**config.mk**
```make
export PLATFORM = sky130hd
export DESIGN_NAME = mem_lsu
export DESIGN_NICKNAME = d
export VERILOG_FILES = /design/src/rtl/mem_lsu.sv
export SDC_FILE = /design/constraint.sdc
export NUM_CORES = 1
export LEC_CHECK = 0
export ABC_AREA = 1
export ABC_CLOCK_PERIOD_IN_PS = 3210
export BUFFER_PORTS_ARGS = -buffer_cell sky130_fd_sc_hd__buf_2
export CELL_PAD_IN_SITES_DETAIL_PLACEMENT = 1
export CELL_PAD_IN_SITES_GLOBAL_PLACEMENT = 1
export CORE_ASPECT_RATIO = 1.1
export CORE_MARGIN = 4
export CORE_UTILIZATION = 35
export DETAILED_ROUTE_END_ITERATION = 8
export GPL_TIMING_DRIVEN = 0
export PLACE_DENSITY_LB_ADDON = 0.1
export SKIP_CTS_REPAIR_TIMING = 1
export SYNTH_ARGS = -nofsm -noshare
export SYNTH_HDL_FRONTEND = slang
export SYNTH_SLANG_ARGS = --single-unit
```
**constraint.sdc**
```tcl
create_clock -name clk -period 3.21 [get_ports clk]
set_input_delay 0.1605 -clock clk [delete_from_list [all_inputs] [get_ports clk]]
set_output_delay 0.1605 -clock clk [all_outputs]
set_load 0.1 [all_outputs]
```
**src/rtl/mem_lsu.sv**
```systemverilog
// rtl/mem_lsu.sv - RV32I memory-access stage: bus load/store issue, lane steering, load extract; optional MISALIGN_TRAP_EN
module mem_lsu #(
  parameter int ADDR_W = 32
) (
  input  logic              clk,
  input  logic              rst,
  input  logic              valid_i,
  input  logic [4:0]        wd_i,
  input  logic              wreg_i,
  input  logic [31:0]       wdata_i,
  input  logic [1:0]        mem_op_i,
  input  logic [2:0]        funct3_i,
  input  logic [ADDR_W-1:0] addr_i,
  input  logic [31:0]       sdata_i,
  output logic              mem_req_o,
  output logic              mem_we_o,
  output logic [ADDR_W-1:0] mem_addr_o,
  output logic [3:0]        mem_be_o,
  output logic [31:0]       mem_wdata_o,
  input  logic              mem_gnt_i,
  input  logic              mem_rvalid_i,
  input  logic [31:0]       mem_rdata_i,
  output logic [4:0]        wd_o,
  output logic              wreg_o,
  output logic [31:0]       wdata_o,
`ifdef MISALIGN_TRAP_EN
  output logic              misalign_o,
`endif
  output logic              stall_o
);

  typedef enum logic [1:0] {
    S_IDLE = 2'd0,
    S_REQ  = 2'd1,
    S_WAIT = 2'd2
  } state_t;

  localparam logic [1:0] OP_LOAD  = 2'b01;
  localparam logic [1:0] OP_STORE = 2'b10;

  localparam logic [1:0] SZ_BYTE = 2'd0;
  localparam logic [1:0] SZ_HALF = 2'd1;
  localparam logic [1:0] SZ_WORD = 2'd2;

  state_t              state_q, state_d;
  logic                store_q;
  logic [2:0]          funct3_q;
  logic [ADDR_W-1:0]   addr_q;
  logic [3:0]          be_q;
  logic [31:0]         swdata_q;
  logic [4:0]          wd_q;
  logic                wreg_q;

  logic                is_mem;
  logic                is_store_in;
  logic [1:0]          size_in;
  logic                trap;
  logic                accept;
  logic                alu_retire;
  logic [3:0]          be_in;
  logic [31:0]         swdata_in;
  logic [7:0]          ld_byte;
  logic [15:0]         ld_half;
  logic [31:0]         ld_data;

  // Loads and stores share funct3 encodings only for the byte/half/word codes;
  // every unlisted code degenerates to a word access.
  function automatic logic [1:0] acc_size(input logic store, input logic [2:0] f3);
    logic [1:0] sz;
    sz = SZ_WORD;
    if (store) begin
      case (f3)
        3'b000:  sz = SZ_BYTE;
        3'b001:  sz = SZ_HALF;
        default: sz = SZ_WORD;
      endcase
    end else begin
      case (f3)
        3'b000, 3'b100: sz = SZ_BYTE;
        3'b001, 3'b101: sz = SZ_HALF;
        default:        sz = SZ_WORD;
      endcase
    end
    return sz;
  endfunction

  assign is_mem      = valid_i && (mem_op_i == OP_LOAD || mem_op_i == OP_STORE);
  assign is_store_in = (mem_op_i == OP_STORE);
  assign size_in     = acc_size(is_store_in, funct3_i);

`ifdef MISALIGN_TRAP_EN
  assign trap = is_mem &&
                (((size_in == SZ_HALF) && addr_i[0]) ||
                 ((size_in == SZ_WORD) && (addr_i[1:0] != 2'b00)));
`else
  assign trap = 1'b0;
`endif

  assign accept     = (state_q == S_IDLE) && is_mem && !trap;
  assign alu_retire = (state_q == S_IDLE) && valid_i && !is_mem;

  // Store data is replicated across every lane so the bus only needs the enables.
  always_comb begin
    be_in     = 4'b1111;
    swdata_in = sdata_i;
    case (size_in)
      SZ_BYTE: begin
        be_in     = 4'b0001 << addr_i[1:0];
        swdata_in = {4{sdata_i[7:0]}};
      end
      SZ_HALF: begin
        be_in     = addr_i[1] ? 4'b1100 : 4'b0011;
        swdata_in = {2{sdata_i[15:0]}};
      end
      default: begin
        be_in     = 4'b1111;
        swdata_in = sdata_i;
      end
    endcase
  end

  always_comb begin
    ld_byte = 8'h00;
    case (addr_q[1:0])
      2'd0: ld_byte = mem_rdata_i[7:0];
      2'd1: ld_byte = mem_rdata_i[15:8];
      2'd2: ld_byte = mem_rdata_i[23:16];
      default: ld_byte = mem_rdata_i[31:24];
    endcase
    ld_half = addr_q[1] ? mem_rdata_i[31:16] : mem_rdata_i[15:0];
    case (funct3_q)
      3'b000:  ld_data = {{24{ld_byte[7]}}, ld_byte};
      3'b001:  ld_data = {{16{ld_half[15]}}, ld_half};
      3'b100:  ld_data = {24'h0, ld_byte};
      3'b101:  ld_data = {16'h0, ld_half};
      default: ld_data = mem_rdata_i;
    endcase
  end

  // Stall falls in the completion cycle so upstream advances exactly once per op.
  always_comb begin
    state_d = state_q;
    stall_o = 1'b0;
    case (state_q)
      S_IDLE: begin
        if (accept) begin
          state_d = S_REQ;
          stall_o = 1'b1;
        end
      end
      S_REQ: begin
        stall_o = !(mem_gnt_i && store_q);
        if (mem_gnt_i) begin
          state_d = store_q ? S_IDLE : S_WAIT;
        end
      end
      S_WAIT: begin
        stall_o = !mem_rvalid_i;
        if (mem_rvalid_i) begin
          state_d = S_IDLE;
        end
      end
      default: state_d = S_IDLE;
    endcase
  end

  assign mem_req_o   = (state_q == S_REQ);
  assign mem_we_o    = mem_req_o && store_q;
  assign mem_addr_o  = mem_req_o ? {addr_q[ADDR_W-1:2], 2'b00} : '0;
  assign mem_be_o    = mem_req_o ? be_q : 4'b0000;
  assign mem_wdata_o = mem_req_o ? swdata_q : 32'h0;

  always_ff @(posedge clk) begin
    if (rst) begin
      state_q  <= S_IDLE;
      store_q  <= 1'b0;
      funct3_q <= 3'b000;
      addr_q   <= '0;
      be_q     <= 4'b0000;
      swdata_q <= 32'h0;
      wd_q     <= 5'd0;
      wreg_q   <= 1'b0;
      wd_o     <= 5'd0;
      wreg_o   <= 1'b0;
      wdata_o  <= 32'h0;
`ifdef MISALIGN_TRAP_EN
      misalign_o <= 1'b0;
`endif
    end else begin
      state_q <= state_d;
      wreg_o  <= 1'b0;
`ifdef MISALIGN_TRAP_EN
      misalign_o <= trap && (state_q == S_IDLE);
`endif
      if (accept) begin
        store_q  <= is_store_in;
        funct3_q <= funct3_i;
        addr_q   <= addr_i;
        be_q     <= be_in;
        swdata_q <= swdata_in;
        wd_q     <= wd_i;
        wreg_q   <= wreg_i;
      end
      if (alu_retire) begin
        wd_o    <= wd_i;
        wreg_o  <= wreg_i && (wd_i != 5'd0);
        wdata_o <= wdata_i;
      end
      if (state_q == S_WAIT && mem_rvalid_i) begin
        wd_o    <= wd_q;
        wreg_o  <= wreg_q && (wd_q != 5'd0);
        wdata_o <= ld_data;
      end
    end
  end

endmodule

```
# == Word-level counts from Yosys, hierarchy flattened ==
# Index checks and enable logic that the tools add are counted.
# word_totals
reg_bits,118
input_bits,144
# classes
n_eq_ne,16
reduce_logical,24
n_shift,1
muxes,25
# ops
op,n
32-bit 2-to-1 mux,4
32-bit case mux with 4 select lines,1
32-bit case mux with 2 select lines,1
8-bit case mux with 3 select lines,1
16-bit 2-to-1 mux,1
"3-bit == test, second input constant",4
2-bit 2-to-1 mux,5
5-bit 2-to-1 mux,2
5-bit nonzero test,2
1-bit logical AND,9
"2-bit by 1-bit == test with 1-bit output, second input constant",4
4-bit 2-to-1 mux,2
2-bit case mux with 2 select lines,2
4-bit case mux with 2 select lines,1
"2-bit == test, second input constant",3
"3-bit by 1-bit == test with 1-bit output, second input constant",2
2-bit zero test,3
3-bit zero test,2
2-bit case mux with 3 select lines,1
"2-bit inequality test, second input constant",2
2-bit OR reduction,2
"1-bit by 2-bit left shift with 4-bit output, first input constant",1
1-bit zero test,3
1-bit 2-to-1 mux,3
other kinds (5),5

# == Logic depth before layout (Yosys ltp) ==
# depth
word_depth,7
ltp_mapped,11

# == Least setup slack after synthesis ==
# Ideal clock, no wire load.
# synth_timing
kind,flip-flop to output port
from,register state_q[0]
to,output stall_o
path_stages_with_launch,6
n_path_buf,1
path_slack_ps,-640
required_time_ps,3049
arrival_time_ps,3690
path_cell_list,dfxtp_1 -> inv_1 -> nor2_1 -> inv_2 -> buf_2 -> o2111ai_1
# synth_via
elab_cells_between_ends,6
# synth_lines
element,line_no,text
from (decl),45,"state_t state_q, state_d;"
from (signal assigned),190,state_q <= state_d;
2-bit by 1-bit == test with 1-bit output,-,
via mem_req_o,15,"output logic mem_req_o,"
1-bit case mux with 3 select lines,144,case (state_q)
to (decl),29,output logic stall_o
# The timed path passes the listed nets, and every way through them passes these cells.

# == Final worst setup path ==
# layout_timing
from,register state_q[0]
to,output mem_wdata_o[30]
# layout_via
elab_chain_len,2
# layout_rtl
element,line_no,text
2-bit by 1-bit == test with 1-bit output,167,assign mem_req_o = (state_q == S_REQ);
32-bit 2-to-1 mux,171,assign mem_wdata_o = mem_req_o ? swdata_q : 32'h0;
to (decl),19,"output logic [31:0] mem_wdata_o,"
# Every way passes these cells.

==> out/results.tsv <==
stage	metric	value	unit
synthesis	synth top area cells	dfxtp_1 (39%), nand2_1 (9.8%), o21ai_0 (8.8%), a21oi_1 (7.5%), inv_1 (7.5%)	
worst_hold_path	WHS Endpoint	swdata_q[18]	
timing	Slew HR	55.3	%
floorplan	# IOs	253	
placed_design	Port Buffers	248	
clocking	CTS root buffer	clkbuf_16	
power_and_ir_drop	Sw Ratio	35.3	%
timing	worst hold margin	0.0102	ns
clocking	clock sink count	118	
critical_path	endpoint class of the critical path	output port	
synthesis	Distinct cells, synth	38	
critical_path	kind of critical path	register to output port	
timing	fmax	0.433	GHz
synthesis	most common cell in the synthesized netlist	nand2_1	
drt	DRC errors left	0	
worst_hold_path	Hold WC Path Type	input port to register	
critical_path	Reg-to-Reg Start	state_q[1]	
drt	Initial DRC Count	236	
final_layout	share of layout cells above drive strength 1	29.7	%
timing	minimum clock period	2.31	ns
final_layout	area delta synth->final	35.8	%
clocking	cts bufs inserted	17	
final_layout	final design utilization	48.6	%
synthesis	synthesized flop and latch total	118	
timing	final worst path period share	71.9	%
drt	via count	6856	
power_and_ir_drop	combinational group share of total power	25.8	%
global_routing	first-pass GRT wire length	37200	um
final_layout	area of the multi-input gates	2860	um2
power_and_ir_drop	Max IR drop VDD	339	uV
drt	DR WL/cell	16.9	um
critical_path	Setup crit start	state_q[0]	
drt	post-route ant nets	0	
global_routing	gr ovfl total	0	
clocking	CTS tree	yes	
flow_run	# Max-Cap Violations	0	
timing	worst slew pin tran	0.671	ns
synthesis	most frequent cells after synthesis	nand2_1 (158), inv_1 (121), dfxtp_1 (118)	
placed_design	RD Place Congestion	0.845	
drt	vias per cell	4.84	
placed_design	pre-CTS setup slack	1.18	ns
timing	Final Hold Viols	0	
timing	RSZ-0062 raised after global routing	false	
synthesis	post-synthesis sequential area ratio	38.8	%
synthesis	EDFF count, synth	0	
clocking	Worst-Skew Late Latency	0.42	ns
synthesis	ys async rst share	0	%
global_routing	antenna violations before repair	5	
drt	Routed Wire Length	23900	um
global_routing	vias in the first global route	7136	
final_layout	fillcell total	2330	
synthesis	Yosys Warn Count	0	
power_and_ir_drop	power per cell area	592	nW/um2
timing	count of pins over their slew limit	0	
power_and_ir_drop	P_leak	0.00405	uW
global_routing	GRT Util Overall	24.1	%
synthesis	Mapped Cells	897	
power_and_ir_drop	Seq pwr share	33.8	%
floorplan	Chip Height	146	um
timing	Setup TNS	0	ns
drt	Pre-antenna DRT Iters	4	
critical_path	Reg2Reg Depth	8	
global_routing	largest net degree at the start of global routing	17	
final_layout	nets@finish	1312	
critical_path	worst reg2reg setup slack	1.61	ns
critical_path	FF-to-FF End	wdata_o[15]	
synthesis	Yosys top cell area share	38.8	%
floorplan	Core Rows	50	
critical_path	critical path launch point type	register	
synthesis	Synth Flop Type	dfxtp_1	
timing	Setup WS post-layout	0.902	ns
timing	Clock Skew	0.0118	ns
power_and_ir_drop	Sw Pwr	1730	uW
final_layout	register area	2360	um2
clocking	clock slew at reported path FFs	0.06	ns
worst_hold_path	hold path cells	3	
power_and_ir_drop	internal power	3160	uW
clocking	H-tree levels	4	
run_status	outcome	completed	
timing	final setup fails	0	
synthesis	Avg Cell Area, Syn	6.78	um2
critical_path	Worst Path Arrival	2.15	ns
floorplan	Starting Density	35.7	%
power_and_ir_drop	Clk network pwr share	40.4	%
clocking	Clock Path Buffers	2	
floorplan	core area	17000	um2
floorplan	Die X	134	um
placed_design	hpwl dp	18500	um
worst_hold_path	worst hold start	sdata_i[18]	
synthesis	area leader, netlist	dfxtp_1	
critical_path	Worst Path Required	3.05	ns
critical_path	Max FO, Critical Path	10	
floorplan	die area	19600	um2
synthesis	Post-Synthesis Cell Area	6080	um2
-- worst max path at each step --
stage                            endpoint  cells past startpoint
final                     mem_wdata_o[30]                      7
after global routing      mem_wdata_o[30]                      7
after floorplan           mem_wdata_o[11]                      6
after CTS                 mem_wdata_o[30]                      7
after global placement            stall_o                      9
after detailed placement          stall_o                      9
-- per-layer routing --
layer / track usage (%) / routed length (um)
met2: 41.8 / 11800
met1: 27.6 / 9670
met5: 0 / 40
met4: 9.72 / 718
met3: 7.17 / 1670
-- sequential cells by signal, indices dropped and copies added (netlist names) --
name,cells
wd_q,5
wreg_o,1
wreg_q,1
addr_q,32
be_q,4
funct3_q,3
wdata_o,32
state_q,2
swdata_q,32
store_q,1
wd_o,5
-- cell usage in the layout, fill, tap and decap left out, types with 8 or more instances in the layout --
| cell | n |
|---|---|
| a21oi_1 | 91 |
| inv_1 | 121 |
| buf_2 | 266 |
| nand4_1 | 8 |
| dfxtp_1 | 118 |
| clkbuf_1 | 23 |
| nand3_1 | 39 |
| a211oi_1 | 9 |
| nor2_1 | 105 |
| o21ai_0 | 107 |
| nand2_1 | 158 |
| a31oi_1 | 16 |
| nor3_1 | 13 |
| clkbuf_16 | 17 |
-- cell type report --
type / instances / area share (%)
clock buffer: 20 / 5.53
timing repair buffer: 250 / 15.3
buffer: 60 / 4.59
tap: 234 / 3.54
inverter: 130 / 5.97
antenna: 2 / 0.0606
clock inverter: 12 / 1.83
sequential: 118 / 28.6
multi-input combinational: 590 / 34.6
-- power by group through the flow --
stage	Combinational (uW)	Clock (uW)	Sequential (uW)
final	1260	1970	1650
after global routing	1360	2090	1670
after CTS	1270	2010	1650
after detailed placement	1260	0	1680
after global placement	1250	0	1680
after floorplan	630	0	1970
-- cells by family (layout without fill, tap and decap cells) --
group                      Yosys count  in the layout  synth area share (%)
AOI/OAI and AO/OA                  241            241                  21.5
DFF                                118            118                  38.8
other                                1              4                0.0617
and+or+nand+nor                    346            346                  25.1
buffers and inverters              190            472                  14.3
adders and majority gates            1              1                 0.206
-- worst max-delay path, cell delays in order, from the launching register on --
cell and delay, ns:
dfxtp_1 0.36, inv_1 0.10, nor2_2 0.15, inv_2 0.08, buf_2 0.21, buf_2 0.22, nor2_1 0.16, buf_2 0.46
-- metrics by stage --
| step | power, uW | area (um2) | instances |
|---|---|---|---|
| global route | 5110 | 8260 | 1415 |
| global placement | 2930 | 7630 | 1380 |
| floorplan | 2600 | 6090 | 898 |
| CTS | 4930 | 8240 | 1412 |
| detailed placement | 2940 | 7630 | 1380 |
| finish | 4890 | 8260 | 1416 |
No activity file was read; power rests on OpenSTA's default activity.
